[src/rtl/seq_bit_serializer.sv]
// seq_bit_serializer: parallel-to-serial front end for the bit-serial sequence detectors.
// Accepts WIDTH-bit words over a valid/ready handshake and emits one bit per enabled
// cycle. A one-word holding register lets back-to-back words stream with no idle bit.
// Optional build macro: SER_PARITY_EN appends an even-parity bit to every frame.
module seq_bit_serializer #(
    parameter int unsigned WIDTH     = 8,
    parameter bit          MSB_FIRST = 1'b1
) (
    input  logic             clk,
    input  logic             rst,
    input  logic [WIDTH-1:0] in_data,
    input  logic             in_valid,
    output logic             in_ready,
    input  logic             ser_en,
    output logic             ser_out,
    output logic             ser_valid,
    output logic             word_start,
    output logic             busy
);

`ifdef SER_PARITY_EN
    localparam int unsigned FRAME = WIDTH + 1;
`else
    localparam int unsigned FRAME = WIDTH;
`endif
    localparam int unsigned      CNT_W    = $clog2(FRAME);
    localparam logic [CNT_W-1:0] LAST_IDX = CNT_W'(FRAME - 1);
`ifdef SER_PARITY_EN
    localparam logic [CNT_W-1:0] DATA_LAST = CNT_W'(WIDTH - 1);
`endif

    // Elaboration-time guard on the supported word width
    if (WIDTH < 2 || WIDTH > 32) begin : g_bad_width
        $error("seq_bit_serializer: WIDTH must be in 2..32");
    end

    typedef enum logic {
        IDLE  = 1'b0,
        SHIFT = 1'b1
    } state_t;

    state_t           state;
    logic [WIDTH-1:0] shreg;      // bits still to be presented after the current one
    logic [WIDTH-1:0] hold_reg;
    logic             hold_full;
    logic [CNT_W-1:0] cnt;
`ifdef SER_PARITY_EN
    logic             parity;
`endif

    logic             xfer_c;
    logic             last_c;
    logic             load_c;
    logic             hold_fill_c;
    logic [WIDTH-1:0] load_word_c;
    logic             next_bit_c;

    // First bit of a word in the configured shift order
    function automatic logic first_bit(input logic [WIDTH-1:0] w);
        return MSB_FIRST ? w[WIDTH-1] : w[0];
    endfunction

    // Word with its leading bit removed, leaving the next bit at the output end
    function automatic logic [WIDTH-1:0] drop_bit(input logic [WIDTH-1:0] w);
        return MSB_FIRST ? {w[WIDTH-2:0], 1'b0} : {1'b0, w[WIDTH-1:1]};
    endfunction

    // Ready goes low with reset so nothing is accepted while the block is cleared
    assign in_ready = !hold_full && !rst;

    // Handshake, last-bit and word-selection decode
    always_comb begin
        xfer_c      = in_valid && in_ready;
        last_c      = (cnt == LAST_IDX);
        load_word_c = hold_full ? hold_reg : in_data;
        next_bit_c  = MSB_FIRST ? shreg[WIDTH-1] : shreg[0];
        load_c      = 1'b0;
        hold_fill_c = 1'b0;
        if (state == IDLE) begin
            load_c = xfer_c;
        end else begin
            load_c      = ser_en && last_c && (hold_full || xfer_c);
            hold_fill_c = xfer_c && !(ser_en && last_c);
        end
    end

    // Holding register: captures a word that arrives while a frame is mid-flight
    always_ff @(posedge clk or posedge rst) begin
        if (rst) begin
            hold_reg  <= '0;
            hold_full <= 1'b0;
        end else if (hold_fill_c) begin
            hold_reg  <= in_data;
            hold_full <= 1'b1;
        end else if (load_c) begin
            hold_full <= 1'b0;
        end
    end

    // Serializer FSM with registered stream outputs
    always_ff @(posedge clk or posedge rst) begin
        if (rst) begin
            state      <= IDLE;
            shreg      <= '0;
            cnt        <= '0;
            ser_out    <= 1'b0;
            ser_valid  <= 1'b0;
            word_start <= 1'b0;
            busy       <= 1'b0;
`ifdef SER_PARITY_EN
            parity     <= 1'b0;
`endif
        end else begin
            case (state)
                IDLE: begin
                    if (load_c) begin
                        state      <= SHIFT;
                        shreg      <= drop_bit(load_word_c);
                        cnt        <= '0;
                        ser_out    <= first_bit(load_word_c);
                        ser_valid  <= 1'b1;
                        word_start <= 1'b1;
                        busy       <= 1'b1;
`ifdef SER_PARITY_EN
                        parity     <= ^load_word_c;
`endif
                    end else begin
                        ser_out    <= 1'b0;
                        ser_valid  <= 1'b0;
                        word_start <= 1'b0;
                        busy       <= 1'b0;
                    end
                end
                SHIFT: begin
                    if (load_c) begin
                        // Zero-gap hand-over to the held or bypassed word
                        shreg      <= drop_bit(load_word_c);
                        cnt        <= '0;
                        ser_out    <= first_bit(load_word_c);
                        ser_valid  <= 1'b1;
                        word_start <= 1'b1;
                        busy       <= 1'b1;
`ifdef SER_PARITY_EN
                        parity     <= ^load_word_c;
`endif
                    end else if (ser_en && last_c) begin
                        state      <= IDLE;
                        ser_out    <= 1'b0;
                        ser_valid  <= 1'b0;
                        word_start <= 1'b0;
                        busy       <= 1'b0;
                    end else if (ser_en) begin
                        shreg      <= drop_bit(shreg);
                        cnt        <= cnt + CNT_W'(1);
                        word_start <= 1'b0;
`ifdef SER_PARITY_EN
                        ser_out    <= (cnt == DATA_LAST) ? parity : next_bit_c;
`else
                        ser_out    <= next_bit_c;
`endif
                    end
                end
                default: state <= IDLE;
            endcase
        end
    end

endmodule

[config.mk]
export PLATFORM = sky130hd
export DESIGN_NAME = seq_bit_serializer
export DESIGN_NICKNAME = d
export VERILOG_FILES = /design/src/rtl/seq_bit_serializer.sv
export SDC_FILE = /design/constraint.sdc
export NUM_CORES = 1
export LEC_CHECK = 0
export CORE_UTILIZATION = 50
export CTS_BUF_LIST = sky130_fd_sc_hd__clkbuf_4 sky130_fd_sc_hd__clkbuf_8
export DETAILED_ROUTE_END_ITERATION = 8
export PLACE_DENSITY = 0.77
export SLEW_MARGIN = 20
export SYNTH_ARGS = -nofsm -noshare
export SYNTH_HDL_FRONTEND = slang
export SYNTH_SLANG_ARGS = --single-unit
[constraint.sdc]
create_clock -name clk -period 1.8 [get_ports clk]
set_input_delay 0.27 -clock clk [delete_from_list [all_inputs] [get_ports clk]]
set_output_delay 0.27 -clock clk [all_outputs]
set_load 0.02 [all_outputs]
Word-level counts from Yosys, hierarchy flattened
Index checks and enable logic that the tools add are counted.
- add/subtract/negate cells: 1
- eq/ne operators: 6
- multiplexer cells: 31
- bitwise logic cells: 1
- reduce and logical (&&, ||, !) cells: 11
- operators with widths (cell ; number):
    $mux 8 ; 5
    $mux 1 ; 16
    $pmux 8 s2 ; 1
    $mux 3 ; 4
    $pmux 1 s2 ; 4
    $pmux 3 s2 ; 1
    $logic_and 1x1->1 ; 5
    $ne 4x2->1 const B ; 1
    $add 3x1->3 const B ; 1
    $eq 3x3->1 const B ; 1
    $logic_not 1->1 ; 3
    $ne 3x1->1 const B ; 1
    $ne 3x2->1 const B ; 1
    $ne 3x3->1 const B ; 1
    $reduce_and 3->1 ; 1
    $ne 2x2->1 const B ; 1
    $reduce_bool 2->1 ; 1
    $logic_or 1x1->1 ; 1
    $not 1->1 ; 1
- register bits after elaboration: 24
- input port bits: 12
- output and inout bits: 5
- word-level logic and storage cells: 58

Longest topological paths before layout
Gate-level depths: netlist (run 1).
- depth in word-level cells: 8
- mapped depth: 7
- mapped depth without buffers: 6

Worst setup path before layout (run 1)
Ideal clock, no wire load.
- path type: input -> register
- start point: input rst
- end point: register shreg[7]
- setup time: 0.126 ns
- arrival time: 1.639 ns
- data required time: 1.674 ns
- slack: 0.035 ns
- cell stages on the path: 4
- buffers on the path: 0
- path through: inv_1 -> nand2_1 -> a211o_1 -> a221o_1
- word-level cells in the longest chain between the ends: 8
- elaborated cells on any way between the ends: 12
- RTL lines (item ; RTL line ; source):
    from (decl) ; 10 ; input logic rst,
    $logic_not 1->1 (no line) * ; -- ;
    $logic_and 1x1->1 * ; 69 ; assign in_ready = !hold_full && !rst;
    $logic_and 1x1->1 * ; 73 ; xfer_c = in_valid && in_ready;
    $logic_or 1x1->1 ; 82 ; load_c = ser_en && last_c && (hold_full || xfer_c);
    $logic_and 1x1->1 ; 82 ;
    $mux 1 * ; 79 ; if (state == IDLE) begin
    $ne 3x3->1 (no line), or another cell as far along ; -- ;
    $reduce_and 3->1 (no line) or $pmux 8 s2 (tied branches) ; -- ;
    to (signal assigned) ; 118 ; shreg <= drop_bit(load_word_c);
    to (signal assigned) ; 137 ; shreg <= drop_bit(load_word_c);
    to (signal assigned) ; 153 ; shreg <= drop_bit(shreg);
    to (decl) ; 43 ; logic [WIDTH-1:0] shreg;
Mark *: on every way between the ends. The rest lies on a longest branch, timed or not.
A chain may end at the register's enable or synchronous reset.

Worst setup path after layout (run 1)
- start point: register cnt[0]
- end point: register shreg[7]
- word-level cells in the longest chain between the ends: 6
- elaborated cells on any way between the ends: 10
- RTL lines (item ; RTL line ; source):
    from (decl) ; 46 ; logic [CNT_W-1:0] cnt;
    from (signal assigned) ; 154 ; cnt <= cnt + CNT_W'(1);
    $eq 3x3->1 * ; 74 ; last_c = (cnt == LAST_IDX);
    $logic_and 1x1->1 * ; 82, 146 ;
    $logic_and 1x1->1 ; 82 ;
    $mux 1 ; 79 ;
    $ne 3x3->1 (no line), or another cell as far along ; -- ;
    $reduce_and 3->1 (no line) or $pmux 8 s2 (tied branches) ; -- ;
Marked as above.

==> results of run 1 <==
==> power groups by stage <==
stage | logic [W] | clock network (W) | registers (W)
floorplan | 0.000744 | 0 | 0.000881
global placement | 0.00105 | 0 | 0.000889
detailed placement | 0.00108 | 0 | 0.000899
CTS | 0.00108 | 0.000259 | 0.000889
global route | 0.00121 | 0.000275 | 0.000925
finish | 0.00109 | 0.000257 | 0.000898
==> layer usage <==
metal,wire length [microns],up-vias
met1,1080,425
li1,-,427
met5,0,-
met2,1050,11
met4,23,0
met3,43,4
==> final cells by class <==
class | instances | area share (%)
Sequential cell | 23 | 39.3
Multi-Input combinational cell | 66 | 36.9
Clock buffer | 4 | 2.05
Tap cell | 28 | 2.40
Inverter | 7 | 1.80
Timing Repair Buffer | 29 | 17.5
==> cell families (layout without fill, tap and decap cells) <==
kind of cell,count (synthesis),in the layout,synth area share [%]
AOI/OAI and AO/OA,26,26,17.3
DFF,23,23,49.3
and+or+nand+nor,22,22,10.8
muxes,16,16,14.7
buffers and inverters,13,40,5.79
adders and majority gates,2,2,2.14
==> per-stage QoR <==
step / hold WS (ps) / util [%] / instance area [sq um] / total power, W
3_5_place_dp: 474 / 64.1 / 1420 / 0.00198
5_1_grt: 413 / 66.1 / 1460 / 0.00241
2_1_floorplan: 280 / - / 1170 / 0.00163
4_1_cts: 382 / 65.4 / 1450 / 0.00223
6_report: 369 / 66.1 / 1460 / 0.00224
3_3_place_gp: 460 / 64.1 / 1420 / 0.00194
==> path summary, 6_finish.rpt <==
kind,from,end,cells past startpoint
setup / recovery,cnt[0],shreg[7],6
hold / removal,rst,hold_full,3
setup reg to reg,cnt[0],shreg[7],6
hold reg to reg,word_start,word_start,2
max in group asynchronous,rst,hold_reg[1],3
min in group clk,word_start,word_start,2
==> worst reg2reg max path, stage by stage, from the launching register on <==
cell	delay [ps]
sky130_fd_sc_hd__dfrtp_1	420
sky130_fd_sc_hd__ha_2	210
sky130_fd_sc_hd__ha_4	170
sky130_fd_sc_hd__inv_2	60
sky130_fd_sc_hd__o21ai_1	60
sky130_fd_sc_hd__a211o_1	370
sky130_fd_sc_hd__a221o_1	330
==> synthesized netlist by cell type <==
| master | instances | area (sq um) |
|---|---|---|
| sky130_fd_sc_hd__nor2b_1 | 4 | 25.0 |
| sky130_fd_sc_hd__a221o_1 | 1 | 10.0 |
| sky130_fd_sc_hd__nand4_2 | 1 | 12.5 |
| sky130_fd_sc_hd__and2_1 | 1 | 6.26 |
| sky130_fd_sc_hd__buf_2 | 3 | 15.0 |
| sky130_fd_sc_hd__mux2_2 | 9 | 101 |
| sky130_fd_sc_hd__ha_1 | 2 | 25.0 |
| sky130_fd_sc_hd__a21oi_1 | 1 | 5.00 |
| sky130_fd_sc_hd__a211o_1 | 1 | 8.76 |
| sky130_fd_sc_hd__o2bb2ai_1 | 1 | 8.76 |
| sky130_fd_sc_hd__o21ai_0 | 3 | 15.0 |
| sky130_fd_sc_hd__buf_4 | 2 | 15.0 |
| sky130_fd_sc_hd__a211oi_1 | 1 | 7.51 |
| sky130_fd_sc_hd__a22o_1 | 2 | 17.5 |
| sky130_fd_sc_hd__or2_0 | 1 | 6.26 |
| sky130_fd_sc_hd__a21bo_2 | 1 | 10.0 |
| sky130_fd_sc_hd__and2b_1 | 1 | 7.51 |
| sky130_fd_sc_hd__nand2b_1 | 6 | 37.5 |
| sky130_fd_sc_hd__nor2_1 | 2 | 7.51 |
| sky130_fd_sc_hd__o221ai_1 | 5 | 43.8 |
| sky130_fd_sc_hd__buf_6 | 1 | 11.3 |
| sky130_fd_sc_hd__nand3_1 | 1 | 5.00 |
| sky130_fd_sc_hd__nand2_1 | 5 | 18.8 |
| sky130_fd_sc_hd__mux2i_1 | 7 | 70.1 |
| sky130_fd_sc_hd__inv_1 | 7 | 26.3 |
| sky130_fd_sc_hd__dfrtp_1 | 23 | 576 |
| sky130_fd_sc_hd__a2bb2oi_1 | 5 | 43.8 |
| sky130_fd_sc_hd__o21a_1 | 1 | 7.51 |
| sky130_fd_sc_hd__o21ai_1 | 3 | 15.0 |
| sky130_fd_sc_hd__a31o_2 | 1 | 8.76 |
==> cells in the final DEF (no fill, tap or decap), drive strengths merged <==
cell,n
nor2,2
ha,2
a2bb2oi,5
a211oi,1
o21a,1
a221o,1
buf,13
a21bo,1
a211o,1
nor2b,4
and2b,1
nand4,1
clkdlybuf4s50,15
nand2,5
o21ai,6
o2bb2ai,1
clkbuf,4
a22o,2
inv,7
o221ai,5
dlygate4sd2,1
and2,1
a21oi,1
nand2b,6
a31o,1
mux2,9
or2,1
mux2i,7
dfrtp,23
nand3,1
==> timing repair <==
action                                 in CTS  in global routing
endpoints found under the hold margin       0                  0
setup endpoints to repair                   2                 11
pin swaps                                   1                  2
gates resized for setup                     1                  4
==> results, run 1 <==
- The flow ran to the end, and the final reports show no timing, DRC or antenna violations.
- The vias after detailed routing is 867.
- The portion of total power attributed to the clock network is 11.5%.
- The filler cell count is 184.
- The relative max-transition margin is 78.9%.
- The detail route stage leaves a number of antenna-violating nets equal to 0.
- Setup repair after global routing left no endpoint under its margin.
- The peak per-stage delay on the critical path is 420 ps.
- The number of hold buffers added after CTS is 0.
- The switching fraction of total power is 35.1%.
- The clock period could shrink to 1710 ps.
- The number of H-tree branching levels is 1.
- STA classifies the critical path endpoint as a flop.
- Setup violations remaining at the end of the flow were counted as 0.
- The first routing iteration left 20 violations.
- After layout, the worst path uses 94.9% of the clock period.
- The synthesized area per cell is 11.4 sq um.
- For this run, design rule violations remaining after detail routing come to 0.
- CTS placed an instance of sky130_fd_sc_hd__clkbuf_4 at the clock tree root.
- The met3 global-route usage is 2.73%.
- The switching power summed over all nets is 0.000787 W.
- The final setup slack of the worst path is 91.5 ps.
- The top-level port count is 17.
- From bottom edge to top edge, the die measures 50.3 microns.
- For the final routed database, the setup TNS stands at 0 ps.
- The critical path data required time is 2010 ps.
- After synthesis, the netlist uses 30 different library cells.
- The first detailed-routing pass ran for 4 iterations.
- The floorplan die width is 50.3 microns.
- The area occupied by multi-input gates is 539 sq um.
- The critical path start-end classification is flop to flop.
- The number of buffers and inverters on the critical path is 1.
- Routability-driven placement finished with a final weighted congestion of 0.908.
- The internal power of the cells is 0.00146 W.
- Entering global routing, the biggest net connects 24 pins.
- Global routing finished with a remaining overflow of 0.
- The ratio of total power to cell area is 1530 nW/um^2.
- The number of instances in the synthesized netlist is 102.
- The post-synthesis instance area is 1170 sq um.
- The sequential cells in the finished layout cover a total of 576 sq um.
- The number of antenna violations at the first check in global routing is 0.
- The net count after synthesis is 116.
- The floorplan core area is 2210 sq um.
- The count of cells in the finished layout, fillers not included, comes to 157.
- The CTS sink count is 23.
- Timing analysis after detailed placement gives a worst setup slack of -16.1 ps.
- The reported leakage power is 0.663 nW.
- The number of hold violations in the final report was 0.
- The number of global-route vias before repair is 903.
- The initial utilization of the core area, before any placement, comes to 52.8%.
- Counting the buffers created by CTS gives 3.
- The half-perimeter wire length after placement is 1610 microns.
- The cell type group with the largest total delay on the critical path is compound AO/OA/AOI/OAI gates.
- The total setup buffers inserted after CTS is 0.
- During synthesis, Yosys emitted a total of 0 warnings.
- The number of antenna diodes in the final layout is 0.
- The flip-flop and latch count after synthesis is 23.
- The maximum achievable frequency is 0.585 GHz.
- Counting tap cells, the placed design contains a total of 153 instances.
- The data arrival time of the critical path is 1920 ps.
- The element type at the critical path start is a flop.
- Relative to the synthesized area, the layout overhead comes to 25.3%.
- The full die area is 2530 sq um.
- Dividing the detail-routed wire length by the instance count gives 14.0 microns.
- The max-slew violation total from the final report is 0.
- Row generation in the floorplan step produced 17 rows.
- The first global-routing pass estimated 3940 microns of wire.
- The slowest library cell on the worst path is sky130_fd_sc_hd__dfrtp_1.
- For this block, the routed nets add up to 2200 microns of wire.
- The critical path goes through ha_2 -> ha_4 -> inv_2 -> o21ai_1 -> a211o_1 -> a221o_1.
- The worst-case clock skew is 4.34 ps.
- For met2 alone, demand over resource in global routing was 35.3%.
- Input and output buffers added on the ports amount to 16.
- Global routing used 20.6% of the available tracks.
- Of the synthesized area, sequential elements account for 49.3%.
- met2 is the most crowded layer.
- Clock latency on the worst-skew pair, taken at its later pin, is 310 ps.
- The number of flip-flops in the largest register is 8.
- The maximum buffer depth of the clock tree is 2.
- The clock input transition at the sequential cells of the worst setup and hold paths is 130 ps.
- In this run the worst hold path is classified as primary input to async pin.
- The maximum vdd ir drop is 1.05 mV.
- The met1 layer usage reported by global route is 26.7%.
- The slack of the worst reg-to-reg path is 90 ps.
- After detailed routing, the number of vias per cell comes to 5.52.
- For the pin with the worst max-slew slack, the measured transition is 316 ps.
- The tool flagged a number of max-cap violations equal to 0.
- For this run, the post-layout net count is 144.
- TritonCTS built the clock tree.
- In the final layout, the share of cells above drive strength 1 is 24.8%.
- Along the worst path, the maximum fanout reaches 5.
- Sequential cells account for 40.0% of the total power.
- Per report_power, the combinational group accounts for 48.5% of the total.
No activity file was read; power rests on OpenSTA's default activity.
==> inputs of run 2 (changes only) <==
--- a/config.mk
+++ b/config.mk
@@ -7,6 +7,7 @@
 export LEC_CHECK = 0
 export CORE_UTILIZATION = 50
 export CTS_BUF_LIST = sky130_fd_sc_hd__clkbuf_4 sky130_fd_sc_hd__clkbuf_8
+export CTS_CLUSTER_SIZE = 30
 export DETAILED_ROUTE_END_ITERATION = 8
 export PLACE_DENSITY = 0.77
 export SLEW_MARGIN = 20
==> results of run 2 <==
Same layout as run 1: the final DEF is identical, and so are final timing and power.
